==> config.mk <==
export PLATFORM = sky130hd
export DESIGN_NAME = instr_encode_loader
export DESIGN_NICKNAME = d
export VERILOG_FILES = /design/src/rtl/instr_encode_loader_pkg.sv /design/src/rtl/instr_field_encoder.sv /design/src/rtl/instr_encode_loader.sv
export SDC_FILE = /design/constraint.sdc
export NUM_CORES = 1
export LEC_CHECK = 0
export ABC_CLOCK_PERIOD_IN_PS = 4700
export CAP_MARGIN = 5
export CELL_PAD_IN_SITES_DETAIL_PLACEMENT = 1
export CELL_PAD_IN_SITES_GLOBAL_PLACEMENT = 1
export CORE_MARGIN = 1
export CORE_UTILIZATION = 37
export CTS_BUF_LIST = sky130_fd_sc_hd__clkbuf_8
export DETAILED_ROUTE_END_ITERATION = 10
export PLACE_DENSITY = 0.93
export SLEW_MARGIN = 30
export SYNTH_ARGS = -nofsm -noshare
export SYNTH_HDL_FRONTEND = slang
export SYNTH_SLANG_ARGS = --single-unit
export TNS_END_PERCENT = 100
==> constraint.sdc <==
create_clock -name clk -period 4.7 [get_ports clk]
set_input_delay 0.94 -clock clk [delete_from_list [all_inputs] [get_ports clk]]
set_output_delay 0.94 -clock clk [all_outputs]
set_load 0.05 [all_outputs]
==> src/rtl/instr_encode_loader_pkg.sv <==
// Shared encoding package for the instruction loader and the decode-stage
// control unit.
//
// Contents:
//   - cmd_op codes accepted by the loader (9..15 are illegal)
//   - MIPS primary opcodes and R-type funct codes
//   - loader FSM state encoding
//   - helpers that assemble R-type and I-type instruction words
package instr_encode_loader_pkg;

  // Symbolic command operations.
  localparam logic [3:0] OP_ADD  = 4'd0;
  localparam logic [3:0] OP_SUB  = 4'd1;
  localparam logic [3:0] OP_AND  = 4'd2;
  localparam logic [3:0] OP_OR   = 4'd3;
  localparam logic [3:0] OP_SLT  = 4'd4;
  localparam logic [3:0] OP_ADDI = 4'd5;
  localparam logic [3:0] OP_LW   = 4'd6;
  localparam logic [3:0] OP_SW   = 4'd7;
  localparam logic [3:0] OP_BEQ  = 4'd8;

  // MIPS primary opcodes.
  localparam logic [5:0] OPC_RTYPE = 6'h00;
  localparam logic [5:0] OPC_ADDI  = 6'h08;
  localparam logic [5:0] OPC_LW    = 6'h23;
  localparam logic [5:0] OPC_SW    = 6'h2B;
  localparam logic [5:0] OPC_BEQ   = 6'h04;

  // R-type funct codes.
  localparam logic [5:0] FUNCT_ADD = 6'h20;
  localparam logic [5:0] FUNCT_SUB = 6'h22;
  localparam logic [5:0] FUNCT_AND = 6'h24;
  localparam logic [5:0] FUNCT_OR  = 6'h25;
  localparam logic [5:0] FUNCT_SLT = 6'h2A;

  // Loader FSM states.
  typedef enum logic [1:0] {
    ST_IDLE = 2'd0,
    ST_LOAD = 2'd1,
    ST_DONE = 2'd2
  } state_t;

  // {opcode, rs, rt, rd, shamt, funct}; shamt is always zero here.
  function automatic logic [31:0] r_word(input logic [4:0] rs,
                                         input logic [4:0] rt,
                                         input logic [4:0] rd,
                                         input logic [5:0] funct);
    return {OPC_RTYPE, rs, rt, rd, 5'b0, funct};
  endfunction

  // {opcode, rs, rt, imm}.
  function automatic logic [31:0] i_word(input logic [5:0]  opcode,
                                         input logic [4:0]  rs,
                                         input logic [4:0]  rt,
                                         input logic [15:0] imm);
    return {opcode, rs, rt, imm};
  endfunction

endpackage

==> src/rtl/instr_field_encoder.sv <==
// Combinational encoder: symbolic command -> 32-bit MIPS word.
//
// Ports:
//   cmd_op  in  4   command operation (see package OP_* codes)
//   rs      in  5   rs field
//   rt      in  5   rt field
//   rd      in  5   rd field (R-type only)
//   imm     in  16  immediate (I-type only)
//   word    out 32  encoded instruction (0 when illegal)
//   legal   out 1   cmd_op is one of the nine supported operations
module instr_field_encoder
  import instr_encode_loader_pkg::*;
(
  input  logic [3:0]  cmd_op,
  input  logic [4:0]  rs,
  input  logic [4:0]  rt,
  input  logic [4:0]  rd,
  input  logic [15:0] imm,
  output logic [31:0] word,
  output logic        legal
);

  // NOTE: every output of a combinational block gets a default first, so no
  // path through the case leaves it unassigned (that would infer a latch).
  always_comb begin
    word  = '0;
    legal = 1'b1;
    case (cmd_op)
      OP_ADD:  word = r_word(rs, rt, rd, FUNCT_ADD);
      OP_SUB:  word = r_word(rs, rt, rd, FUNCT_SUB);
      OP_AND:  word = r_word(rs, rt, rd, FUNCT_AND);
      OP_OR:   word = r_word(rs, rt, rd, FUNCT_OR);
      OP_SLT:  word = r_word(rs, rt, rd, FUNCT_SLT);
      OP_ADDI: word = i_word(OPC_ADDI, rs, rt, imm);
      OP_LW:   word = i_word(OPC_LW,   rs, rt, imm);
      OP_SW:   word = i_word(OPC_SW,   rs, rt, imm);
      OP_BEQ:  word = i_word(OPC_BEQ,  rs, rt, imm);
      default: legal = 1'b0;
    endcase
  end

endmodule

==> src/rtl/instr_encode_loader.sv <==
// Instruction-memory loader: accepts symbolic commands over valid/ready,
// encodes each into a MIPS word and writes it to consecutive word addresses
// starting at BASE_ADDR. Writes issue one cycle after acceptance.
//
// Ports:
//   clk, reset      rising-edge clock, async active-high reset
//   start           one-cycle pulse; opens a session from IDLE or DONE
//   cmd_valid/ready command handshake (ready only while loading)
//   cmd_op/rs/rt/rd/imm/last  command fields
//   imem_we/addr/wdata        one-cycle instruction-memory write port
//   busy / done     session in progress / session finished
//   overflow        session ended because the address space ran out
//   illegal_err     sticky; an illegal cmd_op was consumed this session
//   word_count      words written this session
module instr_encode_loader
  import instr_encode_loader_pkg::*;
#(
  parameter int unsigned ADDR_W    = 8,
  parameter int unsigned BASE_ADDR = 0
) (
  input  logic              clk,
  input  logic              reset,
  input  logic              start,
  input  logic              cmd_valid,
  output logic              cmd_ready,
  input  logic [3:0]        cmd_op,
  input  logic [4:0]        cmd_rs,
  input  logic [4:0]        cmd_rt,
  input  logic [4:0]        cmd_rd,
  input  logic [15:0]       cmd_imm,
  input  logic              cmd_last,
  output logic              imem_we,
  output logic [ADDR_W-1:0] imem_addr,
  output logic [31:0]       imem_wdata,
  output logic              busy,
  output logic              done,
  output logic              overflow,
  output logic              illegal_err,
  output logic [ADDR_W:0]   word_count
);

  localparam logic [ADDR_W-1:0] BASE      = ADDR_W'(BASE_ADDR);
  localparam logic [ADDR_W-1:0] LAST_ADDR = '1;

  state_t            state_q, state_d;
  logic [ADDR_W-1:0] addr_q;
  logic [31:0]       enc_word;
  logic              enc_legal;
  logic              accept;
  logic              accept_write;
  logic              at_end;
  logic              start_session;

  instr_field_encoder u_encoder (
    .cmd_op (cmd_op),
    .rs     (cmd_rs),
    .rt     (cmd_rt),
    .rd     (cmd_rd),
    .imm    (cmd_imm),
    .word   (enc_word),
    .legal  (enc_legal)
  );

  assign accept        = cmd_valid & cmd_ready;
  assign accept_write  = accept & enc_legal;
  assign at_end        = (addr_q == LAST_ADDR);
  // start is only honoured outside LOAD.
  assign start_session = start & (state_q != ST_LOAD);

  // NOTE: sequential state uses non-blocking assignments so every register
  // samples pre-edge values regardless of statement order.
  always_ff @(posedge clk or posedge reset) begin
    if (reset) state_q <= ST_IDLE;
    else       state_q <= state_d;
  end

  always_comb begin
    state_d   = state_q;
    cmd_ready = 1'b0;
    busy      = 1'b0;
    done      = 1'b0;
    case (state_q)
      ST_IDLE: begin
        if (start) state_d = ST_LOAD;
      end
      ST_LOAD: begin
        cmd_ready = 1'b1;
        busy      = 1'b1;
        // A legal write to the last address closes the session even without
        // cmd_last, so ready is already low during that write.
        if (accept && (cmd_last || (enc_legal && at_end))) state_d = ST_DONE;
      end
      ST_DONE: begin
        done = 1'b1;
        if (start) state_d = ST_LOAD;
      end
      default: state_d = ST_IDLE;
    endcase
  end

  always_ff @(posedge clk or posedge reset) begin
    if (reset) begin
      addr_q      <= BASE;
      imem_we     <= 1'b0;
      imem_addr   <= '0;
      imem_wdata  <= '0;
      overflow    <= 1'b0;
      illegal_err <= 1'b0;
      word_count  <= '0;
    end else begin
      imem_we <= accept_write;
      if (accept_write) begin
        imem_addr  <= addr_q;
        imem_wdata <= enc_word;
      end

      if (start_session) begin
        addr_q      <= BASE;
        overflow    <= 1'b0;
        illegal_err <= 1'b0;
        word_count  <= '0;
      end else if (accept) begin
        if (enc_legal) begin
          word_count <= word_count + (ADDR_W+1)'(1);
          // The address saturates at the top rather than wrapping.
          if (!at_end)       addr_q   <= addr_q + ADDR_W'(1);
          else if (!cmd_last) overflow <= 1'b1;
        end else begin
          illegal_err <= 1'b1;
        end
      end
    end
  end

endmodule

* Word level (Yosys, flattened, before mapping)
Index checks and enable logic that the tools add are counted.
W data, S select, Z words.
** Cells by class
- Reductions and logical operators :: 15
- Div/mod/pow operators :: 0
- Shift operators :: 0
- Multiply operators :: 0
- Add/sub/neg operators :: 2
- Equality and inequality tests :: 17
- Bitwise logic cells :: 3
- Multiplexer cells :: 22
- $lt $le $gt $ge :: 0
** Operators with widths (count)
- $pmux W32 S9 :: 1
- $mux W8 :: 4
- $mux W9 :: 3
- $eq A4 B3 Y1 const B :: 4
- $mux W1 :: 11
- $ne A2 B1 Y1 const B :: 5
- $add A9 B1 Y9 const B :: 1
- $reduce_or A9 Y1 :: 1
- $add A8 B1 Y8 const B :: 1
- $eq A4 B2 Y1 const B :: 2
- $eq A8 B8 Y1 const B :: 1
- $reduce_and A2 Y1 :: 3
- $reduce_bool A2 Y1 :: 3
- $eq A4 B1 Y1 const B :: 1
- $eq A4 B4 Y1 const B :: 1
- $logic_not A4 Y1 :: 1
- $mux W2 :: 2
- $pmux W2 S2 :: 1
- $reduce_and A4 Y1 :: 1
- $and A1 B1 Y1 :: 3
- $reduce_and A3 Y1 :: 1
- $eq A2 B1 Y1 const B :: 1
- $eq A2 B2 Y1 const B :: 1
- $logic_and A1 B1 Y1 :: 2
- 4 further kinds :: 4
** Word-level totals
- Memories kept :: 0
- Word-level logic and storage cells :: 67
- Output and inout port bits :: 55
- Bits in writable memories :: 0
- Memory bits (read-only) :: 0
- Bits in latches :: 0
- Flip-flop bits (word level) :: 62

* Longest topological paths before layout
- Depth after elaboration :: 8
- Mapped depth :: 8
- Gate-level depth less buffers :: 5

* Cells and area by module
A second synthesis with hierarchy kept.
** Unflattened totals
- Cell total of the unflattened synthesis :: 359
- Area, all modules :: 3108.0 sq um
** By module, submodules not included
- instr_encode_loader :: seq. area each 1551.5 sq um, area each 2605.0 sq um, cells each 277, times used 1
- instr_field_encoder :: seq. area each 0.0 sq um, area each 503.0 sq um, cells each 82, times used 1

* Worst setup path before layout
Ideal clock, no wire load.
- Path kind :: input-to-reg
- From :: in cmd_op[0]
- To :: reg word_count[8]
- Setup time :: 136 ps
- Required time :: 4564 ps
- Path buffers :: 3
- Slack :: 2496 ps
- Stages on the path :: 7
- Data arrival time :: 2068 ps
- Path through :: buf_2 > o31ai_4 > nand2_1 > buf_2 > buf_2 > o31ai_1 > a21oi_1
** Between the ends
- Word-level cells in the longest chain between the ends :: 5
- Elaborated cells between the ends (all ways) :: 13
- Those cells by class :: eq/ne (8); mux (1); reduce/logical (4)
** RTL lines
- start, declared :: line instr_encode_loader.sv:26 : input logic [3:0] cmd_op,
- $eq A4 B1 Y1, or another cell as far along :: line instr_field_encoder.sv:28 : case (cmd_op)
- $reduce_or A9 Y1 (no line) (*)
- $mux W1 (*) :: line instr_field_encoder.sv:28
- $reduce_bool A2 Y1 (no line) (*)
- $reduce_and A2 Y1 (no line) (*)
- end signal, assigned :: line instr_encode_loader.sv:124 : word_count <= word_count + (ADDR_W+1)'(1);
- end, declared :: line instr_encode_loader.sv:39 : output logic [ADDR_W:0] word_count
Mark *: on every way between the ends. The rest lies on a longest branch, timed or not.
A chain may end at the register's enable or synchronous reset.

* Final worst setup path
- From :: in cmd_op[1]
- To :: reg addr_q[3]
** Between the ends
- Word-level cells in the longest chain between the ends :: 5
- Elaborated cells between the ends (all ways) :: 13
- Those cells by class :: eq/ne (8); mux (1); reduce/logical (4)
** RTL lines
- $eq A4 B1 Y1, or another cell as far along :: line instr_field_encoder.sv:28
- $reduce_or A9 Y1 (no line) (*)
- $mux W1 (*) :: line instr_field_encoder.sv:28
- $reduce_bool A2 Y1 (no line) (*)
- $reduce_and A3 Y1 (no line) (*)
- end signal, assigned :: line instr_encode_loader.sv:126 : if (!at_end) addr_q <= addr_q + ADDR_W'(1);
- end, declared :: line instr_encode_loader.sv:46 : logic [ADDR_W-1:0] addr_q;
Marks and branches as above.

==> impl_metrics.toml <==
[grt]
grt_overflow = 0
grtUsageTotal_pct = 21.78
grt_pass1_wl_mm = 12.65
antenna_found_initial = 0
grt_start_max_net_pins = 34
grt_pass1_vias = 2550

[finish]
mostFrequentLayoutCells = "clkdlybuf4s50_1 (93), nand2_1 (86), dfrtp_1 (59)"
final_common_cell = "clkdlybuf4s50_1"
n_antenna_cell = 0
drive_gt1_share_pct = 7.692
fin_util_pct = 54.44
fin_area_sq_um = 3949
synthToLayoutAreaGrowth_pct = 41.97
stdcell_count = 489
fin_nets = 427

[sta]
finalSetupViolations = 0
worst_pin_slew_ns = 0.8284
fmax_ghz = 0.3242
grt_setup_unrepaired = "false"
finalHoldViolations = 0
slew_headroom_pct = 44.57
skew_ns = 0.009891
fin_tns_setup_ns = 0
period_minus_slack_ns = 3.084
finalMaxSlewViolations = 0
fin_crit_sh_pct = 65.62

[clock_network]
root_buffer = "clkbuf_8"
clk_pin_slew_ns = 0.07
worstSkewPairLatency_ns = 0.34
cts_buffers = 9
cts_resized = 0
htree_levels = 3
clockBufferDepth = 2
cts_hold_buffers = 0
cts_sinks = 59
cts_setup_buffers = 0
cts_tree = "built"

[yosys]
ys_async_sr_fraction_pct = 100.0
synthFlopType = "dfrtp_1"
syn_nets = 340
syn_inst = 298
synth_area_leader_cell = "dfrtp_1"
synthesis.area_sq_um = 2781
synth_seq_area_share_pct = 53.08
synthTopCellsByArea = "dfrtp_1 (53%), nand2_1 (12%), nor2_1 (2.8%), o21ai_0 (2.7%), a21oi_1 (2.5%)"
ys_types = 46
post_synth.cell_area_avg_sq_um = 9.334
ys_seq_elements = 59
synth_edf_count = 0
ys_warn_count = 0
yosysTopAreaCellShare_pct = 53.08

[die]
die_h_microns = 88.70
core-area_sq_um = 7253
num_io_pins = 95
fp.dieW_microns = 88.70
dieArea_sq_um = 7868
row_count = 31
start_util_pct = 38.35

[detailed_routing]
drt-pass1-iter-count = 4
wl_per_cell_microns = 15.99
ant_nets = 0
drt_iter0_drc = 106
via_per_inst = 5.119
totalWireLength_mm = 7.821
drc_errors = 0
via_count = 2503

[power_and_ir_drop]
power_uw = 2409
leakage_uw = 0.001724
ir_worst_vdd_mv = 0.3099
powerDensity_nw_per_um2 = 610.1

[placed_design]
hpwl_mm = 5.586
dpl_cell_area_sq_um = 3742
port_buffers = 93
dp.cells = 473
finalWeightedCongestion = 0.8059

[critical_path]
cp-start-kind = "input pin"
crit_type = "input pin to flop"
cp.required_ns = 4.96
cp_max_fo = 30
worstPathArrival_ns = 3.34
endpoint_kind = "flop"

[status]
status = "finished, final reports clean"

[worst_hold_path]
hold_path_class = "flop to flop"

[run]
max-cap-violations = 0
## cells in the mapped netlist (all sizes together), types with 4 or more instances
cell and n:
o21ai 17, o31ai 7, a221oi 5, mux2i 5, nor3 5, nor4 4, xnor2 6, nor2 21
nand3 6, dfrtp 59, inv 7, clkbuf 7, buf 12, a21oi 14, nand2 87
## power by group
part,total (uW),switching [uW],internal (uW)
combinational,1170,799,369
sequential,758,105,653
clock,484,201,283
total,2410,1100,1310
## per-stage QoR
stage | setup WS (ns) | hold slack (ns)
2_1_floorplan | 2.304 | 0.4712
3_3_place_gp | 1.409 | 0.4574
3_5_place_dp | 1.250 | 0.4660
4_1_cts | 1.606 | 0.4813
5_1_grt | 1.476 | 0.4891
6_report | 1.616 | 0.4810
## layout make-up
type	instances	area (sq um)
sequential	59	1476
multi-input combinational	213	1170
clock buffer	12	165.2
tap	99	123.9
clock inverter	4	41.29
inverter	7	26.28
fill	867	3304
timing repair buffer	95	945.9
## critical path: stages
cell and delay, ns:
clkdlybuf4s50_1 0.64, o31ai_4 0.35, nand2_2 0.34, buf_4 0.37, or4_1 0.52, a21oi_1 0.17
## metal layers
metal  vias up  part of all wire (%)  global-route usage (%)
li1       1189                     -                       -
met1      1241                    44                   26.82
met2        65                    50                   37.20
met3         8                   4.7                   4.478
met4         0                   1.5                   9.091
met5         -                     0                       0
## cells by family (layout without fill, tap and decap cells)
| kind of cell | count (synthesis) | count (layout) | share of synthesized area [%] |
|---|---|---|---|
| buffers and inverters | 26 | 118 | 4.948 |
| adder cells (fa/ha/maj) | 2 | 2 | 0.8995 |
| multiplexers | 6 | 6 | 2.204 |
| XOR/XNOR | 6 | 6 | 1.889 |
| AND/OR/NAND/NOR | 144 | 144 | 23.66 |
| AO/OA/AOI/OAI | 54 | 54 | 13.18 |
| other | 1 | 1 | 0.1348 |
| flip-flops | 59 | 59 | 53.08 |
## worst paths after layout
kind	startpoint	endpoint	slack, ns	cells past startpoint
worst max-delay path	cmd_op[1]	addr_q[3]$_DFFE_PP0P_	1.62	6
worst min register to register	imem_wdata[22]$_DFFE_PP0P_	imem_wdata[22]$_DFFE_PP0P_	0.48	2
max in group asynchronous	reset	addr_q[7]$_DFFE_PP0P_	2.82	3
worst max register to register	state_q[1]$_DFFE_PP0P_	addr_q[3]$_DFFE_PP0P_	2.54	5
worst min-delay path	imem_wdata[22]$_DFFE_PP0P_	imem_wdata[22]$_DFFE_PP0P_	0.48	2
min in group asynchronous	reset	imem_wdata[10]$_DFFE_PP0P_	1.06	2
## flip-flops by register name, summed over array words and instances, names as in the netlist
register     count
overflow         1
imem_we          1
state_q          2
imem_wdata      29
word_count       9
addr_q           8
imem_addr        8
illegal_err      1
No activity file was read; power rests on OpenSTA's default activity.
